### config.mk
export PLATFORM = sky130hd
export DESIGN_NAME = game_state_ctrl_flat
export DESIGN_NICKNAME = d
export VERILOG_FILES = /design/src/rtl/game_state_ctrl_if.sv /design/src/rtl/game_state_ctrl.sv /design/src/flat_wrapper.sv
export SDC_FILE = /design/constraint.sdc
export NUM_CORES = 1
export LEC_CHECK = 0
export ABC_AREA = 1
export CAP_MARGIN = 20
export CORE_MARGIN = 4
export CORE_UTILIZATION = 39
export DETAILED_ROUTE_END_ITERATION = 10
export GPL_TIMING_DRIVEN = 0
export SLEW_MARGIN = 20
export SYNTH_ARGS = -nofsm -noshare
export SYNTH_HDL_FRONTEND = slang
export SYNTH_SLANG_ARGS = --single-unit
### constraint.sdc
create_clock -name clk -period 2.3 [get_ports clk]
set_input_delay 0.23 -clock clk [delete_from_list [all_inputs] [get_ports clk]]
set_output_delay 0.23 -clock clk [all_outputs]
set_load 0.03 [all_outputs]
### src/rtl/game_state_ctrl_if.sv
// Signal bundle between the game-state controller and the rest of the game logic.
// The master side drives the pixel/button inputs; the controller is the slave.
interface game_state_ctrl_if;
    logic       start;
    logic       bm_hb_on;
    logic       exp_on;
    logic       enemy_on;
    logic       pickup_on;
    logic [2:0] lives;
    logic [2:0] state;
    logic       freeze;
    logic       gameover;
    logic       bm_visible;
    logic [1:0] hit_src;
    logic       pickup_ack;

    modport master (
        output start, bm_hb_on, exp_on, enemy_on, pickup_on,
        input  lives, state, freeze, gameover, bm_visible, hit_src, pickup_ack
    );

    modport slave (
        input  start, bm_hb_on, exp_on, enemy_on, pickup_on,
        output lives, state, freeze, gameover, bm_visible, hit_src, pickup_ack
    );
endinterface

### src/rtl/game_state_ctrl.sv
// Bomberman game-state FSM: lives, hit freeze, post-hit invulnerability with
// sprite blink, and extra-life pickups.
module game_state_ctrl #(
    parameter int START_LIVES = 5,
    parameter int MAX_LIVES   = 5,
    parameter int RESPAWN_MAX = 50000000,
    parameter int INVULN_MAX  = 150000000,
    parameter int BLINK_BIT   = 22
) (
    input  logic               clk,
    input  logic               reset,
    game_state_ctrl_if.slave   gs
);

    typedef enum logic [2:0] {
        IDLE     = 3'd0,
        PLAY     = 3'd1,
        HIT      = 3'd2,
        INVULN   = 3'd3,
        GAMEOVER = 3'd4
    } state_t;

    localparam logic [2:0]  START_L     = 3'((START_LIVES > MAX_LIVES) ? MAX_LIVES : START_LIVES);
    localparam logic [2:0]  MAX_L       = 3'(MAX_LIVES);
    localparam logic [27:0] RESPAWN_END = 28'(RESPAWN_MAX - 1);
    localparam logic [27:0] INVULN_END  = 28'(INVULN_MAX - 1);

    state_t      state_r;
    logic [27:0] timer;
    logic [2:0]  lives_r;
    logic [1:0]  hit_src_r;
    logic        start_q;
    logic        pick_q;
    logic        ack_r;

    logic start_rise;
    logic hit;
    logic pick;
    logic pick_rise;

    assign start_rise = gs.start & ~start_q;
    assign hit        = gs.bm_hb_on & (gs.exp_on | gs.enemy_on);
    assign pick       = gs.bm_hb_on & gs.pickup_on;
    // Pickups are consumed on the edge only, so standing on one never refills twice.
    assign pick_rise  = pick & ~pick_q;

    // NOTE: all state below is updated with non-blocking assignments so every
    // branch sees the pre-edge values of lives_r/timer, whatever the order.
    always_ff @(posedge clk or posedge reset) begin
        if (reset) begin
            state_r   <= IDLE;
            timer     <= '0;
            lives_r   <= 3'd0;
            hit_src_r <= 2'b00;
            start_q   <= 1'b0;
            pick_q    <= 1'b0;
            ack_r     <= 1'b0;
        end else begin
            start_q <= gs.start;
            pick_q  <= pick;
            ack_r   <= 1'b0;

            case (state_r)
                IDLE, GAMEOVER: begin
                    if (start_rise) begin
                        state_r   <= PLAY;
                        lives_r   <= START_L;
                        hit_src_r <= 2'b00;
                        timer     <= '0;
                    end
                end

                PLAY: begin
                    if (hit) begin
                        hit_src_r <= gs.exp_on ? 2'b01 : 2'b10;
                        timer     <= '0;
                        if (lives_r <= 3'd1) begin
                            state_r <= GAMEOVER;
                            lives_r <= 3'd0;
                        end else begin
                            state_r <= HIT;
                            lives_r <= lives_r - 3'd1;
                        end
                    end else if (pick_rise) begin
                        ack_r <= 1'b1;
                        if (lives_r < MAX_L) lives_r <= lives_r + 3'd1;
                    end
                end

                HIT: begin
                    if (timer == RESPAWN_END) begin
                        state_r <= INVULN;
                        timer   <= '0;
                    end else begin
                        timer <= timer + 28'd1;
                    end
                end

                INVULN: begin
                    // Hits are ignored here, so a pickup is never pre-empted.
                    if (pick_rise) begin
                        ack_r <= 1'b1;
                        if (lives_r < MAX_L) lives_r <= lives_r + 3'd1;
                    end
                    if (timer == INVULN_END) begin
                        state_r <= PLAY;
                        timer   <= '0;
                    end else begin
                        timer <= timer + 28'd1;
                    end
                end

                default: begin
                    state_r <= IDLE;
                    timer   <= '0;
                end
            endcase
        end
    end

    assign gs.state      = state_r;
    assign gs.lives      = lives_r;
    assign gs.hit_src    = hit_src_r;
    assign gs.pickup_ack = ack_r;
    assign gs.freeze     = (state_r == IDLE) || (state_r == HIT) || (state_r == GAMEOVER);
    assign gs.gameover   = (state_r == GAMEOVER);

    // NOTE: default assignment first keeps this decode free of inferred latches.
    always_comb begin
        gs.bm_visible = 1'b1;
        case (state_r)
            HIT, GAMEOVER: gs.bm_visible = 1'b0;
            INVULN:        gs.bm_visible = ~timer[BLINK_BIT];
            default:       gs.bm_visible = 1'b1;
        endcase
    end

endmodule

### src/flat_wrapper.sv
// flat-port wrapper written by rule: the top's interface ports become plain ports
module game_state_ctrl_flat 
#(
    parameter int START_LIVES = 5,
    parameter int MAX_LIVES   = 5,
    parameter int RESPAWN_MAX = 50000000,
    parameter int INVULN_MAX  = 150000000,
    parameter int BLINK_BIT   = 22
)
  (clk, reset, gs_start, gs_bm_hb_on, gs_exp_on, gs_enemy_on, gs_pickup_on, gs_lives, gs_state, gs_freeze, gs_gameover, gs_bm_visible, gs_hit_src, gs_pickup_ack);
  game_state_ctrl_if gs_i ();
  input  logic clk;
  input  logic reset;
  input wire logic [$bits(gs_i.start)-1:0] gs_start;
  input wire logic [$bits(gs_i.bm_hb_on)-1:0] gs_bm_hb_on;
  input wire logic [$bits(gs_i.exp_on)-1:0] gs_exp_on;
  input wire logic [$bits(gs_i.enemy_on)-1:0] gs_enemy_on;
  input wire logic [$bits(gs_i.pickup_on)-1:0] gs_pickup_on;
  output wire logic [$bits(gs_i.lives)-1:0] gs_lives;
  output wire logic [$bits(gs_i.state)-1:0] gs_state;
  output wire logic [$bits(gs_i.freeze)-1:0] gs_freeze;
  output wire logic [$bits(gs_i.gameover)-1:0] gs_gameover;
  output wire logic [$bits(gs_i.bm_visible)-1:0] gs_bm_visible;
  output wire logic [$bits(gs_i.hit_src)-1:0] gs_hit_src;
  output wire logic [$bits(gs_i.pickup_ack)-1:0] gs_pickup_ack;
  assign gs_i.start = gs_start;
  assign gs_i.bm_hb_on = gs_bm_hb_on;
  assign gs_i.exp_on = gs_exp_on;
  assign gs_i.enemy_on = gs_enemy_on;
  assign gs_i.pickup_on = gs_pickup_on;
  assign gs_lives = gs_i.lives;
  assign gs_state = gs_i.state;
  assign gs_freeze = gs_i.freeze;
  assign gs_gameover = gs_i.gameover;
  assign gs_bm_visible = gs_i.bm_visible;
  assign gs_hit_src = gs_i.hit_src;
  assign gs_pickup_ack = gs_i.pickup_ack;
  game_state_ctrl #(.START_LIVES(START_LIVES), .MAX_LIVES(MAX_LIVES), .RESPAWN_MAX(RESPAWN_MAX), .INVULN_MAX(INVULN_MAX), .BLINK_BIT(BLINK_BIT)) u_core (.clk(clk), .reset(reset), .gs(gs_i));
endmodule
# Word level (Yosys, flattened, before mapping)
# Index checks and enable logic that the tools add are counted.
# classes
n_lt_le_gt_ge	2
eq_ne	10
bitwise	8
n_addsub	3
n_reduce_logical	11
muxes	25
# op_table
operator	n
2-to-1 mux 28 bit	4
one-hot mux 28 bit (4 select lines)	1
2-to-1 mux 3 bit	10
adder 28 x 1 -> 28 bit, second input constant	1
== test 28 x 26 -> 1 bit, second input constant	1
== test 28 bit, second input constant	1
one-hot mux 3 bit (4 select lines)	1
one-hot mux 3 bit (3 select lines)	1
!= test 2 x 1 -> 1 bit, second input constant	4
== test 3 x 2 -> 1 bit, second input constant	2
2-to-1 mux 2 bit	3
bitwise AND 1 bit	4
one-hot mux 1 bit (2 select lines)	2
one-hot mux 2 bit (2 select lines)	1
AND reduction 2 bit	2
AND reduction 4 bit	1
OR reduction 2 bit	2
adder 3 x 1 -> 3 bit, second input constant	1
== test 3 x 1 -> 1 bit, second input constant	1
== test 3 bit, second input constant	1
less-or-equal comparator 3 x 1 -> 1 bit, second input constant	1
zero test 3 bit	1
less-than comparator 3 bit, second input constant	1
NOT 1 bit	3
7 further kinds	9
# word_totals
wordCells	66
output_inout_bits	12
ff_bits	39
input_bits	7

# Logic depth before layout (Yosys ltp)
# Gate-level depths: netlist of the first run.
# logic_depth
ltp_word	5
depth_mapped	11
ltp_nobuf	11

# Least setup slack after synthesis of the first run
# OpenSTA, ideal clock, no wires.
# synth_timing
kind	reg2out
from	reg u_core.state_r[0] (netlist: u_core.gs.state[0])
to	out gs_bm_visible
stages_incl_launch_ff	5
required_time_ns	2.070
setup_slack_ns	0.456
arrival_time_ns	1.614
n_path_buf	0
cell_sequence	dfrtp_1 -> nor2_1 -> inv_1 -> nor2_1 -> o22ai_1
# synth_via
elab_chain_len	3
word_cells_on_any_way	5
classes_between	3 x eq/ne; 1 x mux; 1 x reduce/logical
# synth_lines
item	line	text
from (decl)	game_state_ctrl.sv:28	state_t state_r;
from (signal assigned)	game_state_ctrl.sv:51	state_r <= IDLE;
from (signal assigned)	game_state_ctrl.sv:66	state_r <= PLAY;
from (signal assigned)	game_state_ctrl.sv:78	state_r <= GAMEOVER;
== test 3 bit	n/a	
net gs_gameover	flat_wrapper.sv:22	output wire logic [$bits(gs_i.gameover)-1:0] gs_gameover;
OR reduction 2 bit	game_state_ctrl.sv:131	case (state_r)
one-hot mux 1 bit (2 select lines)	game_state_ctrl.sv:131	
to (decl)	flat_wrapper.sv:23	output wire logic [$bits(gs_i.bm_visible)-1:0] gs_bm_visible;
# The timed path passes the listed nets, and every way through them passes these cells.

# Worst setup path in the final report of the first run
# layout_timing
from	reg u_core.state_r[0] (netlist: u_core.gs.state[0])
to	out gs_gameover
# layout_via
elab_chain_len	1
# layout_lines
item	line	text
== test 3 bit	game_state_ctrl.sv:126	assign gs.gameover = (state_r == GAMEOVER);
to (decl)	flat_wrapper.sv:22	
# No other way between the ends.

==> key figures, run 1 <==
Outcome
  – Status: completed

Timing
  – Fmax: 467 MHz
  – Worst Tran Pin Value: 0.531 ns
  – Final Cycle Share: 0.931
  – Final hold vios: 0
  – RSZ-0062 raised after global routing: no
  – Slew HR: 0.644
  – Final Critical Period: 2.14 ns
  – Clk_skew: 0.00513 ns
  – Final setup TNS: 0 ns
  – Final setup fails: 0
  – Max-slew violations: 0

Clock network
  – CTS tree: done
  – Clk_lat worst skew: 0.29 ns
  – Clock Sinks: 39
  – CTS Hold Bufs: 0
  – Max clock buf depth: 2
  – Worst-path clk slew: 0.08 ns
  – CTS Buf Count: 5
  – H-tree Lvls: 2
  – Root Buffer: clkbuf_8

Logic synthesis
  – EDFF count, synth: 0
  – Synth warn: 0
  – Cells after Synth: approximately 410
  – Yosys reg bits: 39
  – Syn_area_per_cell: between 6 and 7 µm²
  – Async SR Flop Fraction: 1.00
  – Yosys top cell area share: 0.361
  – Synthesized Nets: 419
  – Top cells by area, synth: dfrtp_1, nand2_1, nor2_1, nand3_1, inv_1
  – Cell variety after synth: 30
  – Most frequent cell after synthesis: nand2_1
  – Top cells by count, synth: nand2_1, nor2_1, inv_1, dfrtp_1, nand3_1
  – Register area share after synthesis: 0.361
  – Ys flop type: dfrtp_1
  – Cell taking the most area after synthesis: dfrtp_1
  – Netlist Area Pre-Place: between 0.002 and 0.003 mm²

Setup path
  – Endpoint type of the worst setup path: output port
  – Type of the worst setup path: register to output port
  – R2R cell count: 9
  – Setup slack, reg-to-reg: 0.39 ns
  – WP data arrival: between 1.5 and 2 ns
  – CP Launch Type: register
  – R2R Path Start: u_core.timer[0]
  – Worst setup path endpoint: gs_gameover
  – Worst setup path startpoint: u_core.gs.state[0]
  – Crit Reg-Reg Endpoint: u_core.timer[8]
  – WP data required: 2.07 ns
  – Critical path fanouts, max: 6

Placement
  – Area after DPL: 0.00300 mm²
  – Dpl cells: 507
  – Port Buf Inserts: 18
  – GPL Wtd Cong: roughly 0.95
  – Hpwl dp: 5310 µm

Finish
  – Share of layout cells above drive strength 1: 0.0989
  – Final core utilization: 0.456
  – Number of nets in the layout: 445
  – P&R area growth vs syn: 14.2%
  – Fillers: 722
  – Finished Layout Cells: 515
  – Antenna cells: 0
  – Fin area: 0.00308 mm²

Pwr
  – PwrDens: around 390 mW/mm²
  – Comb pwr share: 0.028
  – Internal power: 909 µW
  – Switch share: 0.235
  – Clock network fraction of design power: 0.394
  – Switching power: between 200 and 300 µW
  – Reg power frac: 0.578
  – Tot Pwr: 1190 µW
  – LEAKAGE: about 0.0016 µW
  – Worst vdd ir: 0.000377 V

Global route
  – Largest net degree at the start of global routing: 25
  – Initial antenna violation count: 0
  – Total global routing track utilization: 0.174
  – First-pass GRT wire length: 11,700 µm
  – Grt total ovfl: 0
  – Vias in the first global route: 2,448

Drt
  – Routed WL: 6890 µm
  – Vias: around 2,600
  – Initial drt markers: around 210
  – WL/cell: ~13 µm
  – DR DRC count: 0
  – First-pass DRT Iterations: 5
  – Average vias per placed instance: 5.10
  – Detail Route Antenna Nets: 0

Floorplan
  – I/O pin cnt: 19
  – Die area: around 0.0083 mm²
  – Core area: between 0.006 and 0.007 mm²
  – Row Count: 30
  – Die Width: a little over 90 µm
  – Initial core utilization: 0.400
  – Die height: 91.2 µm

Job
  – Total of max-cap violations: 0

Hold path
  – Min-Delay Path Class: input port to async pin
## cells in the final DEF (no fill, tap or decap), drive strengths merged, types with 4 or more instances in the layout
cell type        n
xnor2            5
nand3           39
o21ai           16
nand4           14
buf              6
clkdlybuf4s50   17
nor2            82
dfrtp           39
xor2             6
ha               4
clkbuf           5
nand2          118
a21oi            4
nor3            11
inv             57
## how the worst min path moves through the flow
| stage | endpoint | slack [ns] | depth (start not counted) |
|---|---|---|---|
| floorplan | u_core.start_q | 0.26 | 0 |
| detailed placement | u_core.timer[1] | 0.51 | 2 |
| CTS | u_core.timer[6] | 0.23 | 2 |
| finish | u_core.timer[6] | 0.22 | 2 |
| global route | u_core.timer[6] | 0.27 | 2 |
| global placement | u_core.timer[1] | 0.50 | 2 |
## sequential cells by signal, indices dropped and copies added, names as in the netlist
signal                cells
u_core.gs.state           3
u_core.gs.lives           3
u_core.start_q            1
u_core.gs.hit_src         2
u_core.gs.pickup_ack      1
u_core.timer             28
u_core.pick_q             1
## per-layer routing
layer,routed length [µm],GRT usage,share of wire
met1,3440,0.259,0.50
met2,3040,0.265,0.44
met3,341,0.0249,0.050
met4,70,0.0364,0.010
met5,0,0,0
## power groups by stage
stage,sequential (µW),clock (µW),combinational [µW]
3_3_place_gp,701,0,30.7
5_1_grt,687,505,39.1
6_report,687,468,33.6
4_1_cts,687,481,35.5
3_5_place_dp,701,0,35.4
2_1_floorplan,701,0,14.3
## cell families (layout without fill, tap and decap cells)
| group | after synthesis | in the layout | share of synthesized area |
|---|---|---|---|
| fa+ha+maj | 4 | 4 | 0.0185 |
| flops | 39 | 39 | 0.361 |
| xor+xnor | 11 | 11 | 0.0357 |
| buf+inv | 62 | 89 | 0.0926 |
| compound gates | 25 | 25 | 0.0505 |
| simple gates | 267 | 267 | 0.441 |
## timing repair
| item | 4_1_cts | 5_1_grt |
|---|---|---|
| gates resized for setup | 1 | 0 |
| buffers inserted | 0 | 0 |
| endpoints found under the setup margin | 1 | 0 |
## critical path, cell delays in order (launching register included)
cell and delay (ns):
dfrtp_1 0.47, nor2_1 0.20, inv_1 0.08, nor2_1 0.16, clkdlybuf4s50_1 0.70
## final cells by class
| class | count | area [µm²] | area share |
|---|---|---|---|
| clock buffer | 5 | 68.8 | 0.0223 |
| sequential | 39 | 976 | 0.316 |
| buffer | 5 | 33.8 | 0.0110 |
| multi-input combinational | 307 | 1480 | 0.478 |
| tap | 80 | 100 | 0.0325 |
| timing repair buffer | 19 | 199 | 0.0645 |
| inverter | 57 | 216 | 0.0702 |
| clock inverter | 3 | 15.0 | 0.00487 |
## per-stage QoR
stage	setup WS, ns	hold WS [ns]
2_1_floorplan	0.456	0.261
3_3_place_gp	0.218	0.498
3_5_place_dp	0.239	0.508
4_1_cts	0.138	0.235
5_1_grt	0.0616	0.268
6_report	0.159	0.220
No activity file was read; power rests on OpenSTA's default activity.
==> inputs of run 2 (changes only) <==
Settings changed: CAP_MARGIN 20 to 0.
Clock period 2.3 ns to 2.4 ns, I/O delays scaled along.
==> results of run 2 <==
The final DEF is identical to that of run 1. Status: completed.
Among the figures that moved: setup slack after placement 0.239 ns -> 0.329 ns; setup slack after layout 0.159 ns -> 0.249 ns; hold slack 0.220 ns -> 0.230 ns; register-to-register setup slack 0.39 ns -> 0.49 ns; total power 1190 µW -> 1140 µW; worst IR drop on VDD 0.000377 V -> 0.000361 V
==> inputs of run 3 (changes only) <==
Settings changed: ABC_AREA 1 to unset, SKIP_CTS_REPAIR_TIMING set to 1.
==> key figures, run 3 <==
Floorplan
  – Die Width: 85.6 µm
  – Die height: 85.6 µm
  – Die area: 0.00733 mm²
  – Core area: 0.00589 mm²
  – Initial core utilization: 0.399
  – I/O pin cnt: 19
  – Row Count: 28

Finish
  – Most frequent cells in the layout: dfrtp_1, nor2_1, xnor2_1
  – Most flops, register: u_core.timer
  – P&R area growth vs syn: 18.9%
  – Final core utilization: 0.474
  – Most common cell after layout, fill and taps aside: dfrtp_1
  – Number of nets in the layout: 296
  – Fillers: 582
  – Share of layout cells above drive strength 1: 0.133
  – Number of flip-flops in the largest register: 28
  – Antenna cells: 0
  – Finished Layout Cells: 361

Clock network
  – Max clock buf depth: 2
  – CTS tree: done
  – Root Buffer: clkbuf_8
  – Clk_lat worst skew: 0.30 ns
  – H-tree Lvls: 2
  – Clock Sinks: 39
  – Worst-path clk slew: roughly 0.080 ns
  – CTS Buf Count: 5

Setup path
  – Crit Reg-Reg Endpoint: u_core.timer[9]
  – Critical Path, Cell by Cell: nor4_4 -> nand4_1 -> o311a_4 -> nor4_4 -> buf_6 -> nor2_2
  – Type of the worst setup path: register to register
  – R2R Path Start: u_core.timer[11]
  – Critical path fanouts, max: 10
  – Crit-path slowest cell: nor4_4
  – Worst path most repeated cell: nor4_4
  – R2R cell count: 6
  – WP data arrival: ~2.4 ns
  – CP Launch Type: register
  – WP data required: 2.59 ns
  – Crit-path max cell delay: 0.48 ns
  – Endpoint type of the worst setup path: register
  – Setup slack, reg-to-reg: between 0.1 and 0.15 ns

Drt
  – Vias: 1,985
  – WL/cell: roughly 16 µm
  – Initial drt markers: 127
  – Routed WL: roughly 5600 µm
  – DR DRC count: 0
  – First-pass DRT Iterations: 4
  – Average vias per placed instance: around 5.5
  – Detail Route Antenna Nets: 0

Logic synthesis
  – Netlist Area Pre-Place: between 0.002 and 0.0025 mm²
  – Syn_area_per_cell: a little over 9 µm²
  – Proportion of synthesized area in mux cells: 0.0218
  – Cells after Synth: roughly 260
  – Cell taking the most area after synthesis: dfrtp_1
  – Post-Synth Adder-Cell Area: 0.0213
  – Register area share after synthesis: 0.416
  – Yosys top cell area share: 0.416
  – EDFF count, synth: 0
  – Yosys reg bits: 39
  – Post-synthesis compound-gate area fraction: 0.150
  – Area share of and/or/nand/nor cells after synthesis: 0.267
  – Top cells by count, synth: dfrtp_1, nor2_1, xnor2_1, inv_1, nand2_1
  – Async SR Flop Fraction: 1.00
  – Xor/xnor share of the synthesized area: 0.0709
  – Ys flop type: dfrtp_1
  – Top cells by area, synth: dfrtp_1, xnor2_1, nor2_1, o21ai_0, inv_1
  – Most frequent cell after synthesis: dfrtp_1
  – Largest family of logic cells by synthesized area: simple AND/OR/NAND/NOR gates
  – Synth warn: 0
  – Synthesized Nets: 270
  – Cell variety after synth: 51

Placement
  – Dpl cells: around 350
  – Port Buf Inserts: 18
  – GPL Wtd Cong: 0.896
  – Worst slack at placement: -0.240 ns
  – Hpwl dp: a little over 4000 µm

Timing
  – Slew HR: 0.602
  – Hold WS: 0.161 ns
  – Setup WS post-layout: 0.149 ns
  – Final setup fails: 0
  – Fmax: between 400 and 500 MHz
  – Final Cycle Share: 0.938
  – Clk_skew: 0.00505 ns
  – Final setup TNS: 0 ns
  – RSZ-0062 raised after global routing: no
  – Final hold vios: 0
  – Worst Tran Pin Value: 0.591 ns
  – Final Critical Period: 2.25 ns
  – Max-slew violations: 0

Pwr
  – LEAKAGE: 0.00104 µW
  – PwrDens: 700 mW/mm²
  – Worst vdd ir: 0.000375 V

Outcome
  – Status: completed

Global route
  – Grt total ovfl: 0
  – Total global routing track utilization: 0.169
  – Largest net degree at the start of global routing: 33
  – Vias in the first global route: 1,962
  – First-pass GRT wire length: 9840 µm
  – Initial antenna violation count: 0

Hold path
  – Min-Delay Path Class: input port to async pin

Job
  – Total of max-cap violations: 0
run 3: logic make-up (layout without fill, tap and decap cells):
| group | after synthesis | count (layout) |
|---|---|---|
| buffers and inverters | 28 | 55 |
| AND/OR/NAND/NOR | 115 | 115 |
| XOR/XNOR | 19 | 19 |
| adder cells (fa/ha/maj) | 4 | 4 |
| AO/OA/AOI/OAI | 49 | 49 |
| flip-flops | 39 | 39 |
| multiplexers | 5 | 5 |
run 3: critical path, delay by kind of cell, from the launching register on:
family	cells	cell delay, ns
flip-flops	1	0.44
buffers and inverters	1	0.24
AO/OA/AOI/OAI	1	0.46
AND/OR/NAND/NOR	4	1.00
run 3: metal layers:
metal | wire [µm] | vias up | GRT usage
met5 | 0 | - | 0
met4 | 65 | 0 | 0.0504
met3 | 189 | 7 | 0.0346
met2 | 2610 | 24 | 0.259
met1 | 2780 | 967 | 0.240
li1 | - | 987 | -
run 3: power by group:
part | total (µW) | switching [µW] | leakage [µW] | internal [µW]
clock network | 584 | 247 | 0.0000612 | 337
logic | 461 | 247 | 0.000496 | 215
registers | 910 | 141 | 0.000479 | 769
run 3: cell type report:
class,instances,area (µm²),share of cell area
multi-input combinational,192,1270,0.457
sequential,39,976,0.349
timing repair buffer,19,203,0.0726
tap,75,93.8,0.0336
clock buffer,6,82.6,0.0296
buffer,11,63.8,0.0228
inverter,17,63.8,0.0228
clock inverter,2,35.0,0.0125
run 3: worst max path at each step:
stage | start | endpoint | slack [ns] | cells past startpoint
final | u_core.timer[11] | u_core.timer[9] | 0.15 | 6
after global routing | u_core.timer[10] | u_core.timer[11] | 0.003 | 6
after CTS | u_core.gs.state[1] | gs_freeze | -0.12 | 5
after detailed placement | gs_bm_hb_on | u_core.timer[18] | -0.24 | 7
after global placement | gs_bm_hb_on | u_core.timer[18] | -0.18 | 7
after floorplan | u_core.gs.state[2] | gs_bm_visible | 0.33 | 3
run 3: per-stage QoR:
step | total power [µW] | cell area (µm²)
finish | 1960 | 2790
floorplan | 1240 | 2350
CTS | 1970 | 2760
detailed placement | 1380 | 2640
global route | 2080 | 2790
global placement | 1370 | 2620
